==> src/rtl/mem_access_unit.sv <==
// Byte-serial load/store unit: moves 1, 2 or 4 bytes big-endian over an 8-bit
// memory port, one byte per cycle, with alignment and bounds checking.
module mem_access_unit #(
    parameter int ADDR_LIMIT = 160
) (
    input  logic        clk,
    input  logic        reset,
    input  logic        req,
    input  logic        we,
    input  logic [1:0]  size,
    input  logic        sign_ext,
    input  logic [31:0] addr,
    input  logic [31:0] wdata,
    output logic        busy,
    output logic        done,
    output logic        err,
    output logic [31:0] rdata,
    output logic [31:0] mem_addr,
    output logic [7:0]  mem_wdata,
    output logic        mem_read,
    output logic        mem_write,
    input  logic [7:0]  mem_rdata
);

    localparam logic [1:0] IDLE = 2'd0;
    localparam logic [1:0] XFER = 2'd1;
    localparam logic [1:0] DONE = 2'd2;

    localparam logic [32:0] LIMIT = 33'(ADDR_LIMIT);

    logic [1:0]  state;
    logic        weReg;
    logic        signReg;
    logic        errReg;
    logic [1:0]  sizeReg;
    logic [1:0]  byteIdx;
    logic [1:0]  lastIdx;
    logic [31:0] addrReg;
    logic [31:0] shiftReg;
    logic [31:0] acc;
    logic [31:0] accNext;
    logic [31:0] loadValue;
    logic [31:0] wdataAligned;
    logic [2:0]  reqBytes;
    logic [32:0] reqEnd;
    logic        reqErr;

    // Request decode; the end address is formed in 33 bits so a wrapping
    // address near 2^32 is still caught as out of range.
    always_comb begin
        // NOTE: every combinational output gets a default first so no path
        // leaves it unassigned and no latch is inferred.
        reqBytes     = 3'd1;
        wdataAligned = {wdata[7:0], 24'd0};
        case (size)
            2'b01: begin
                reqBytes     = 3'd2;
                wdataAligned = {wdata[15:0], 16'd0};
            end
            2'b10: begin
                reqBytes     = 3'd4;
                wdataAligned = wdata;
            end
            default: ;
        endcase
        reqEnd = {1'b0, addr} + {30'd0, reqBytes};
        reqErr = (size == 2'b11)
              || (size == 2'b01 && addr[0])
              || (size == 2'b10 && addr[1:0] != 2'b00)
              || (reqEnd > LIMIT);
    end

    always_comb begin
        accNext   = {acc[23:0], mem_rdata};
        lastIdx   = 2'd0;
        loadValue = accNext;
        case (sizeReg)
            2'b00: loadValue = {{24{signReg & accNext[7]}}, accNext[7:0]};
            2'b01: begin
                lastIdx   = 2'd1;
                loadValue = {{16{signReg & accNext[15]}}, accNext[15:0]};
            end
            default: lastIdx = 2'd3;
        endcase
    end

    assign busy      = (state != IDLE);
    assign done      = (state == DONE);
    assign err       = done & errReg;
    assign mem_read  = (state == XFER) & ~weReg;
    assign mem_write = (state == XFER) & weReg;
    assign mem_addr  = (state == XFER) ? addrReg + {30'd0, byteIdx} : 32'd0;
    assign mem_wdata = mem_write ? shiftReg[31:24] : 8'd0;

    always_ff @(posedge clk) begin
        // NOTE: state registers use non-blocking assignments so every flop
        // samples the pre-edge values regardless of statement order.
        if (!reset) begin
            state    <= IDLE;
            weReg    <= 1'b0;
            signReg  <= 1'b0;
            errReg   <= 1'b0;
            sizeReg  <= 2'b00;
            byteIdx  <= 2'd0;
            addrReg  <= 32'd0;
            shiftReg <= 32'd0;
            acc      <= 32'd0;
            rdata    <= 32'd0;
        end else begin
            case (state)
                IDLE: begin
                    if (req) begin
                        weReg    <= we;
                        signReg  <= sign_ext;
                        sizeReg  <= size;
                        addrReg  <= addr;
                        shiftReg <= wdataAligned;
                        acc      <= 32'd0;
                        byteIdx  <= 2'd0;
                        errReg   <= reqErr;
                        state    <= reqErr ? DONE : XFER;
                    end
                end
                XFER: begin
                    if (weReg) shiftReg <= {shiftReg[23:0], 8'd0};
                    else       acc      <= accNext;
                    if (byteIdx == lastIdx) begin
                        state <= DONE;
                        if (!weReg) rdata <= loadValue;
                    end else begin
                        byteIdx <= byteIdx + 2'd1;
                    end
                end
                DONE:    state <= IDLE;
                default: state <= IDLE;
            endcase
        end
    end

endmodule

==> config.mk <==
export PLATFORM = sky130hd
export DESIGN_NAME = mem_access_unit
export DESIGN_NICKNAME = d
export VERILOG_FILES = /design/src/rtl/mem_access_unit.sv
export SDC_FILE = /design/constraint.sdc
export NUM_CORES = 1
export LEC_CHECK = 0
export ABC_AREA = 0
export CAP_MARGIN = 20
export CORE_ASPECT_RATIO = 0.9
export CORE_MARGIN = 2
export CORE_UTILIZATION = 55
export DETAILED_ROUTE_END_ITERATION = 12
export PLACE_DENSITY = 0.92
export SLEW_MARGIN = 20
export SYNTH_ARGS = -nofsm -noshare
export SYNTH_HDL_FRONTEND = slang
export SYNTH_SLANG_ARGS = --single-unit
export TNS_END_PERCENT = 20
==> constraint.sdc <==
create_clock -name clk -period 9.1 [get_ports clk]
set_input_delay 1.365 -clock clk [delete_from_list [all_inputs] [get_ports clk]]
set_output_delay 1.365 -clock clk [all_outputs]
set_load 0.005 [all_outputs]
==> flow_metrics.tcl <==
set metrics [dict create \
    n_antenna_cell 0 \
    critPathCaptureType "primary output" \
    hold_buffers 0 \
    route.detailed.drc 0 \
    setup_tns_ns 0 \
    rows 39 \
    ys_seq_elements 129 \
    grt_max_degree 67 \
    power_leakage_nw 3.30 \
    grt_pass1_vias 6527 \
    ys.flop_type "dfxtp_1" \
    ys_types 70 \
    root_buffer "clkbuf_16" \
    status "completed" \
    drt_iter0_markers 738 \
    worst_hold_slack_ns 0.463 \
    antenna_left 0 \
    crit_type "register to primary output" \
    post_cts_resized 0 \
    vias_per_cell 5.91 \
    slew_viol_final 0 \
    clock_latency_ns 0.42 \
    grt_pass1_wl_um 31700 \
    period_minus_slack_ns 4.97 \
    async_flop_share_pct 0 \
    die-area_mm2 0.0136 \
    syn_inst 897 \
    maxCapViolCount 0 \
    regArea_mm2 0.00258 \
    sw_frac_of_total_pct 23.4 \
    synth_nets 987 \
    clock_skew_ns 0.00668 \
    coreArea_mm2 0.0125 \
    drive_gt1_share_pct 6.50 \
    required_ns 7.74 \
    synth_edf_count 0 \
    clk_pin_slew_worst_paths_ns 0.06 \
    r2r_end "rdata[17]" \
    yosys-top-cells-area "dfxtp_1, nand2_1, a21boi_0" \
    dr_wl_met3_um 1380 \
    crit_end "mem_addr[28]" \
    multiInputGateArea_mm2 0.00410 \
    cts_made_buffers 17 \
    fillers 934 \
    cp-start-kind "register" \
    reg2reg_from "sizeReg[1]" \
    synth_area_per_cell_um2 7.77 \
    combinationalPowerShare_pct 10.4 \
    antenna_found_initial 0 \
    synth-seq-area-share_pct 37.0 \
    vias 7056 \
    start_util_pct 55.6 \
    die_y_um 111 \
    path_max_fanout 7 \
    drtPass1Iterations 8 \
    cp-startpoint "byteIdx[0]" \
    cts_tree "done" \
    nets 1107 \
    p_sw_mw 0.362 \
    wl_met1_um 8680 \
    io_pins 156 \
    area_growth_pct 32.6 \
    rrSetupSlack_ns 5.54 \
    r2r_cells 6 \
    cp.arrival_ns 3.61 \
    htree_levels 4 \
    max_slew_margin_pct 27.3 \
    seq_power_share_pct 38.7 \
    mappedNetlistArea_mm2 0.00697 \
    io_buffers 155 \
    top_layer_used "met4" \
    wl_um 19700 \
    yosysWarnings 0 \
    p_per_area_mw_per_mm2 168 \
    yosysTopAreaCellShare_pct 37.0 \
    clkSinkCount 129 \
    max_freq_mhz 201 \
    fin_ws_ns 4.13 \
    tightest_slew_ns 1.09 \
    synth_top_cell_by_area "dfxtp_1" \
    die-width_um 123 \
    p_int_mw 1.19 \
    dr_wl_met2_um 9280 \
    cts_buffer_depth 2 \
    post_drt_wl_per_cell_um 16.5 \
    track_usage_pct 28.8 \
    setup_viol 0 \
    cts_setup_buffers 0 \
    fin_crit_sh_pct 54.6 \
    rsz0062_at_grt "false" \
    hold_viol 0 \
    hold_class "register to register" \
    hpwl_um 13100 \
    globalplace.congestion 0.982 \
    dp_slack_ns 3.79 \
    power_frac_clock_pct 50.8 \
    vdd_drop_max_v 0.000143 \
    grt-ovfl-total 0 \
]
critical path: stages, from the launching register on:
cell and delay (ns):
dfxtp_1 0.49, ha_1 0.24, fa_1 0.27, nand4_2 0.17
or4_4 0.61, or2_4 0.30, nor3_4 0.23, nand3_1 0.12
xor2_1 0.16, nor2_1 0.08, clkdlybuf4s50_1 0.51
how the worst min path moves through the flow:
stage / endpoint / cells after the start / startpoint
final: rdata[25] / 2 / acc[17]
after global routing: rdata[25] / 2 / acc[17]
after CTS: rdata[25] / 2 / acc[17]
after detailed placement: rdata[28] / 2 / acc[20]
after global placement: rdata[28] / 2 / acc[20]
after floorplan: rdata[24] / 2 / acc[16]
per-stage QoR:
stage / utilization, % / total power [mW] / area (um2) / instances
2_1_floorplan: - / 0.698 / 6970 / 897
3_3_place_gp: 68.3 / 0.766 / 8560 / 1162
3_5_place_dp: 68.3 / 0.769 / 8560 / 1162
4_1_cts: 73.7 / 1.55 / 9240 / 1194
5_1_grt: 73.7 / 1.60 / 9250 / 1194
6_report: 73.7 / 1.55 / 9250 / 1194
cell type report:
| type | count | share of cell area [%] |
|---|---|---|
| timing repair buffer | 163 | 17.4 |
| sequential | 129 | 27.9 |
| inverter | 17 | 0.690 |
| clock buffer | 20 | 4.94 |
| clock inverter | 12 | 2.46 |
| multi-input combinational | 689 | 44.4 |
| tap | 164 | 2.22 |
synthesized netlist by cell type, types with 8 or more instances:
master and count:
o211a_1 8, nand2_1 172, a22oi_1 13, nand3_1 52, and3_1 12, inv_1 17, nor3_1 13, nor2b_1 15
buf_1 8, nor2_1 70, nor3b_1 10, o21ai_0 52, xnor2_1 18, a21boi_0 68, clkbuf_1 48, ha_1 9
and2_1 9, dfxtp_1 129, a221oi_1 16, xor2_1 16, a21oi_1 46, nand4_1 16
layout by cell type (no fill, tap or decap), drive strengths merged, types with 2 or more instances in the layout:
| cell type | instances |
|---|---|
| nand2 | 172 |
| clkdlybuf4s50 | 154 |
| dfxtp | 129 |
| nor2 | 70 |
| a21boi | 68 |
| o21ai | 55 |
| nand3 | 52 |
| a21oi | 46 |
| clkbuf | 20 |
| nand4 | 20 |
| inv | 19 |
| xnor2 | 18 |
| xor2 | 16 |
| a221oi | 16 |
| nor2b | 15 |
| nor3 | 14 |
| a22oi | 13 |
| and3 | 12 |
| nor3b | 10 |
| and2 | 9 |
| ha | 9 |
| buf | 9 |
| o211a | 8 |
| or3 | 7 |
| o211ai | 6 |
| bufinv | 6 |
| a221o | 5 |
| nor4 | 4 |
| nand2b | 4 |
| and4 | 3 |
| a211o | 3 |
| a41oi | 3 |
| clkinv | 3 |
| mux2i | 2 |
| a311oi | 2 |
| fa | 2 |
| or2 | 2 |
| a211oi | 2 |
| a2111oi | 2 |
cells by family after synthesis:
logic type / synth area share (%)
AND/OR/NAND/NOR: 27.5
adder cells (fa/ha/maj): 2.19
XOR/XNOR: 4.27
buffers and inverters: 4.36
flip-flops: 37.0
AO/OA/AOI/OAI: 24.3
multiplexers: 0.287
sequential cells by signal (all words and copies together), names as in the netlist:
| register | flops |
|---|---|
| rdata | 32 |
| sizeReg | 2 |
| byteIdx | 2 |
| signReg | 1 |
| errReg | 1 |
| addrReg | 32 |
| state | 2 |
| weReg | 1 |
| acc | 24 |
| shiftReg | 32 |
metal layers:
layer	vias up	GRT usage, %
met4	0	11.3
met3	29	6.53
met2	318	45.5
met5	-	0
met1	3287	37.9
li1	3422	-
power by group through the flow:
stage	Combinational [mW]	Clock, mW	Sequential (mW)
floorplan	0.0913	0	0.607
global placement	0.154	0	0.611
detailed placement	0.157	0	0.612
CTS	0.159	0.792	0.600
global route	0.176	0.820	0.603
finish	0.162	0.788	0.601
(Power assumes the default switching activity.)
